$ cat src/rtl/fluid_board_soc_memory_tester.sv
// ============================================================================
//  Module   : fluid_board_soc_memory_tester
//  Purpose  : Avalon-MM fill/verify memory tester with pipelined read checking.
//             Define MEMORY_TESTER_ADDR_PATTERN_EN to XOR the word address
//             into the data pattern.
//  Revision : 1.0  initial release
// ============================================================================
`default_nettype none
`timescale 1ns/1ps

module fluid_board_soc_memory_tester #(
   parameter int ADDR_W       = 15,
   parameter int DATA_W       = 64,
   parameter int READ_LATENCY = 1
) (
   input  logic                  clk,
   input  logic                  reset,
   input  logic                  start,
   input  logic [1:0]            mode,
   input  logic [ADDR_W-1:0]     base_address,
   input  logic [ADDR_W:0]       word_count,
   input  logic [DATA_W-1:0]     pattern,
   output logic                  busy,
   output logic                  done,
   output logic [15:0]           error_count,
   output logic [ADDR_W-1:0]     first_error_address,
   output logic [ADDR_W-1:0]     avm_address,
   output logic [DATA_W/8-1:0]   avm_byteenable,
   output logic                  avm_chipselect,
   output logic                  avm_write,
   output logic                  avm_read,
   output logic [DATA_W-1:0]     avm_writedata,
   output logic                  avm_clken,
   input  logic [DATA_W-1:0]     avm_readdata,
   input  logic                  avm_waitrequest
);

   localparam logic [2:0] S_IDLE  = 3'd0;
   localparam logic [2:0] S_WRITE = 3'd1;
   localparam logic [2:0] S_READ  = 3'd2;
   localparam logic [2:0] S_DRAIN = 3'd3;
   localparam logic [2:0] S_DONE  = 3'd4;

   logic [2:0]          state_q, state_d;
   logic                verify_q;
   logic [ADDR_W-1:0]   base_q;
   logic [ADDR_W-1:0]   addr_q;
   logic [ADDR_W:0]     count_q;
   logic [ADDR_W:0]     remain_q;
   logic [DATA_W-1:0]   pattern_q;
   logic [15:0]         err_cnt_q;
   logic [ADDR_W-1:0]   first_err_q;
   logic                err_seen_q;
   logic [READ_LATENCY-1:0] pipe_vld_q;
   logic [ADDR_W-1:0]   pipe_addr_q [READ_LATENCY];

   logic                w_launch;
   logic                w_req;
   logic                w_acc;
   logic                w_last;
   logic                w_rd_acc;
   logic                w_pipe_busy;
   logic                w_miscompare;
   logic [DATA_W-1:0]   w_exp_wr;
   logic [DATA_W-1:0]   w_exp_rd;

   assign w_launch    = (state_q == S_IDLE) && start && (mode != 2'b00);
   assign w_req       = (state_q == S_WRITE) || (state_q == S_READ);
   assign w_acc       = w_req && !avm_waitrequest;
   assign w_last      = (remain_q == (ADDR_W+1)'(1));
   assign w_rd_acc    = (state_q == S_READ) && !avm_waitrequest;
   assign w_pipe_busy = |pipe_vld_q;

`ifdef MEMORY_TESTER_ADDR_PATTERN_EN
   assign w_exp_wr = pattern_q ^ DATA_W'(addr_q);
   assign w_exp_rd = pattern_q ^ DATA_W'(pipe_addr_q[READ_LATENCY-1]);
`else
   assign w_exp_wr = pattern_q;
   assign w_exp_rd = pattern_q;
`endif

   assign w_miscompare = pipe_vld_q[READ_LATENCY-1] && (avm_readdata != w_exp_rd);

   always_ff @(posedge clk or posedge reset) begin
      if (reset) begin
         state_q <= S_IDLE;
      end else begin
         state_q <= state_d;
      end
   end

   always_comb begin
      state_d = state_q;
      case (state_q)
         S_IDLE: begin
            if (start) begin
               if ((mode == 2'b00) || (word_count == '0)) begin
                  state_d = S_DONE;
               end else if (mode[0]) begin
                  state_d = S_WRITE;
               end else begin
                  state_d = S_READ;
               end
            end
         end
         S_WRITE: begin
            if (w_acc && w_last) begin
               state_d = verify_q ? S_READ : S_DONE;
            end
         end
         S_READ: begin
            if (w_acc && w_last) begin
               state_d = S_DRAIN;
            end
         end
         S_DRAIN: begin
            if (!w_pipe_busy) begin
               state_d = S_DONE;
            end
         end
         S_DONE:  state_d = S_IDLE;
         default: state_d = S_IDLE;
      endcase
   end

   always_comb begin
      busy           = 1'b0;
      done           = 1'b0;
      avm_write      = 1'b0;
      avm_read       = 1'b0;
      case (state_q)
         S_WRITE: begin
            busy      = 1'b1;
            avm_write = 1'b1;
         end
         S_READ: begin
            busy     = 1'b1;
            avm_read = 1'b1;
         end
         S_DRAIN: busy = 1'b1;
         S_DONE:  done = 1'b1;
         default: busy = 1'b0;
      endcase
      avm_chipselect = avm_write | avm_read;
   end

   // The address and remaining count only move on an accepted beat, which
   // keeps the request stable while the slave stalls.
   always_ff @(posedge clk or posedge reset) begin
      if (reset) begin
         verify_q    <= 1'b0;
         base_q      <= '0;
         addr_q      <= '0;
         count_q     <= '0;
         remain_q    <= '0;
         pattern_q   <= '0;
         err_cnt_q   <= '0;
         first_err_q <= '0;
         err_seen_q  <= 1'b0;
         pipe_vld_q  <= '0;
         for (int i = 0; i < READ_LATENCY; i++) begin
            pipe_addr_q[i] <= '0;
         end
      end else begin
         if (w_launch) begin
            verify_q    <= mode[1];
            base_q      <= base_address;
            addr_q      <= base_address;
            count_q     <= word_count;
            remain_q    <= word_count;
            pattern_q   <= pattern;
            err_cnt_q   <= '0;
            first_err_q <= '0;
            err_seen_q  <= 1'b0;
         end else begin
            if (w_acc) begin
               if (w_last) begin
                  addr_q   <= base_q;
                  remain_q <= count_q;
               end else begin
                  addr_q   <= addr_q + ADDR_W'(1);
                  remain_q <= remain_q - (ADDR_W+1)'(1);
               end
            end
            if (w_miscompare) begin
               if (err_cnt_q != 16'hFFFF) begin
                  err_cnt_q <= err_cnt_q + 16'd1;
               end
               if (!err_seen_q) begin
                  first_err_q <= pipe_addr_q[READ_LATENCY-1];
                  err_seen_q  <= 1'b1;
               end
            end
         end
         pipe_vld_q[0]  <= w_rd_acc;
         pipe_addr_q[0] <= addr_q;
         for (int i = 1; i < READ_LATENCY; i++) begin
            pipe_vld_q[i]  <= pipe_vld_q[i-1];
            pipe_addr_q[i] <= pipe_addr_q[i-1];
         end
      end
   end

   assign error_count         = err_cnt_q;
   assign first_error_address = first_err_q;
   assign avm_address         = addr_q;
   assign avm_writedata       = w_exp_wr;
   assign avm_byteenable      = '1;
   assign avm_clken           = 1'b1;

endmodule

`default_nettype wire

$ cat config.mk
export PLATFORM = sky130hd
export DESIGN_NAME = fluid_board_soc_memory_tester
export DESIGN_NICKNAME = d
export VERILOG_FILES = /design/src/rtl/fluid_board_soc_memory_tester.sv
export SDC_FILE = /design/constraint.sdc
export NUM_CORES = 1
export LEC_CHECK = 0
export CAP_MARGIN = 5
export CORE_MARGIN = 3
export CORE_UTILIZATION = 46
export CTS_CLUSTER_SIZE = 30
export DETAILED_ROUTE_END_ITERATION = 6
export PLACE_DENSITY = 0.85
export REMOVE_ABC_BUFFERS = 1
export SYNTH_ARGS = -nofsm -noshare
export SYNTH_HDL_FRONTEND = slang
export SYNTH_SLANG_ARGS = --single-unit
$ cat constraint.sdc
create_clock -name clk -period 8.12 [get_ports clk]
set_input_delay 1.218 -clock clk [delete_from_list [all_inputs] [get_ports clk]]
set_output_delay 1.218 -clock clk [all_outputs]
set_load 0.01 [all_outputs]
==> results.toml <==
[synthesis]
syn_area_um2 = 8717
yosysMostFrequentCell = "nand2_1"
synthFlopType = "dfrtp_1"
yosys.area.top_type = "dfrtp_1"
synth_cell_types = 56
synth_area_leaders = "dfrtp_1 51%, nand2_1 13%, xnor2_1 6.8%"
synthArstFlopShare = 1.000
syn_avg_cell_area_um2 = 8.868
ys_top_cells_by_count = "308 x nand2_1, 178 x dfrtp_1, 68 x xnor2_1"
ys_warn_count = 0
ys_ff_latch = 178
netlist.area_leader.share = 0.5110
synth_edf_count = 0
synth_cells = 983
ys_seq_area_frac = 0.5110

[global_routing]
grt_pass1_vias = 7778
busiest_layer = "met2"
track_usage = 0.2525
antenna_found_initial = 0
grtUsageMet3 = 0.05258
met1_usage = 0.3228
grt_use_met2 = 0.4290
grt_overflow_total = 0
grt_max_degree = 113
grt_pass1_wl_um = 41110

[placement]
place.detailed.hpwl_um = 18640
io_buffers = 279
dp.cells = 1442
gp_congestion = 0.8330

[clock_network]
numCtsBuffers = 17
htree_num_levels = 4
post-cts-setup-buffers = 0
clk_latency_ns = 0.43
ctsResizeCount = 0
clock-sinks = 178
cts_buffer_depth = 2
root_buffer = "clkbuf_16"
clkTransAtPathRegs_ns = 0.06
cts_hold_buf = 0
tritoncts = "yes"

[layout]
seq_area_um2 = 4454
nets = 1402
diodes = 0
fillers = 1456
area_delta_synth_final_pct = 40.12
drive_gt1_frac = 0.04334
finalNonFillerCells = 1475
multi_input_area_um2 = 3998
final_util = 0.6685

[setup_path]
crit_arrival_ns = 4.47
crit_required_ns = 8.46
max_stage_delay_ns = 0.88
worst_setup_path_end_kind = "flop"
r2r_slack_ns = 4.74
cp_top_family = "simple AND/OR/NAND/NOR gates"
cp.buffers_inverters = 2
startpoint = "start"
path_class = "input port to flop"
worst_r2r_path_depth = 6
cp-start-kind = "input port"
cp.depth = 7
cp_slowest_cell = "nor4b_1"
timing.rr.end = "avm_address[9]"
path_cells = "clkdlybuf4s50_1 > nor4b_1 > o21ai_4 > buf_4 > nand2_1 > o22ai_1 > a31oi_1"
regToRegStartpoint = "state_q[1]"
crit_path_end = "avm_address[9]"
cp_max_fo = 81

[die]
die_w_um = 143.7
io_pins = 289
core_um2 = 18270
start_util = 0.4771
rows = 49
die_h_um = 143.7
dieArea_um2 = 20640

[sta]
hold_viol_final = 0
tightest_slew_ns = 1.081
fin_setup_tns_ns = 0
drv_slew = 0
whs_ns = 0.4487
max_clock_freq_mhz = 242.3
min_period_ns = 4.127
setup_viol = 0
max-slew-margin-rel = 0.2691
fin_worst_skew_ns = 0.01392
rsz0062_at_grt = "false"
finalCritPeriodShare = 0.5083

[detailed_routing]
vias_per_cell = 5.500
drc_errors = 0
ant_nets = 0
wl_per_cell_um = 17.68
vias = 8112
drtPass1Iterations = 5
drt_iter0_drc = 670
drt-total-wl_um = 26080

[power]
p_sw_uw = 1596
swShare = 0.3801
peakVddDrop_mv = 0.1719
seqPwrFrac = 0.391
combPwrFrac = 0.416
leakage_uw = 0.005191
p_total_uw = 4200
power_density_nw_per_um2 = 343.8
intPower_uw = 2603
pwr-share-clk = 0.193

[flow_run]
maxCapViolCount = 0

[outcome]
status = "finished clean"

[hold_path]
hp-class = "flop to flop"
==> per-layer routing <==
| layer | routed length, um | share of wire |
|---|---|---|
| met1 | 10530 | 0.40 |
| met2 | 13250 | 0.51 |
| met3 | 1637 | 0.063 |
| met4 | 660 | 0.025 |
| met5 | 0 | 0 |
==> power groups by stage <==
stage	logic [uW]	clock network (uW)	registers, uW
3_5_place_dp	1750	0	1650
4_1_cts	1760	822	1640
5_1_grt	1930	865	1690
6_report	1750	809	1640
3_3_place_gp	1690	0	1630
2_1_floorplan	869	0	1650
==> registers in the layout, indices dropped and copies added, names as in the netlist, 3 cells and up <==
register / flops
avm_address: 15
avm_writedata: 64
base_q: 15
count_q: 16
error_count: 16
first_error_address: 15
pipe_addr_q: 15
remain_q: 16
state_q: 3
==> logic make-up after synthesis <==
| group | share of synthesized area |
|---|---|
| flip-flops | 0.5110 |
| XOR/XNOR | 0.07837 |
| AND/OR/NAND/NOR | 0.2509 |
| multiplexers | 0.003588 |
| adder cells (fa/ha/maj) | 0.005742 |
| buffers and inverters | 0.03761 |
| AO/OA/AOI/OAI | 0.1124 |
| other | 0.0004302 |
==> per-stage QoR <==
step | setup WS (ns) | area (um^2)
2_1_floorplan | 1.897 | 8446
3_3_place_gp | 3.706 | 11610
3_5_place_dp | 3.605 | 11610
4_1_cts | 4.040 | 12190
5_1_grt | 3.726 | 12210
6_report | 3.993 | 12210
==> worst min-delay path by stage <==
stage	from	endpoint	slack (ns)	cells past startpoint
after detailed placement	avm_address[6]	pipe_addr_q[6]	0.43	0
after floorplan	base_q[5]	base_q[5]	0.44	2
after global routing	avm_address[6]	pipe_addr_q[6]	0.46	0
after global placement	avm_address[6]	pipe_addr_q[6]	0.43	0
final	avm_address[6]	pipe_addr_q[6]	0.45	0
after CTS	avm_address[6]	pipe_addr_q[6]	0.44	0
==> worst reg2reg max path, stage by stage (launching register included) <==
cell,delay [ns]
dfrtp_1,0.47
nor4b_1,0.96
o21ai_4,0.53
buf_4,0.60
nand2_1,0.43
o22ai_1,0.15
a31oi_1,0.16
==> placed cells by master, fill, tap and decap left out, types with 3 or more instances in the layout <==
cell type	instances
conb_1	9
ha_1	4
nor2_1	31
xnor2_1	68
nand3_1	41
buf_4	6
dfrtp_1	178
nor4_1	13
clkbuf_16	17
clkinv_2	4
a21oi_1	56
a221o_1	6
clkinvlp_4	4
nor3_1	17
xor2_1	10
clkdlybuf4s50_1	279
o21ai_1	6
a211oi_1	3
o211ai_1	9
o31ai_1	9
nand2_1	308
a32oi_1	4
or2_2	3
nand4_1	27
and3_1	7
a31oi_1	7
o22ai_1	10
or3_1	10
nand2b_1	4
o21ai_0	35
or4_1	9
inv_1	6
and2_1	5
==> cell type report <==
type | count | area share
clock buffers | 19 | 0.03626
clock inverters | 13 | 0.01117
inverters | 7 | 0.002561
multi-input cells | 743 | 0.3273
flip-flops and latches | 178 | 0.3647
well taps | 229 | 0.02346
repair buffers | 286 | 0.2346
Note: power is estimated with default switching activity, not from simulation.
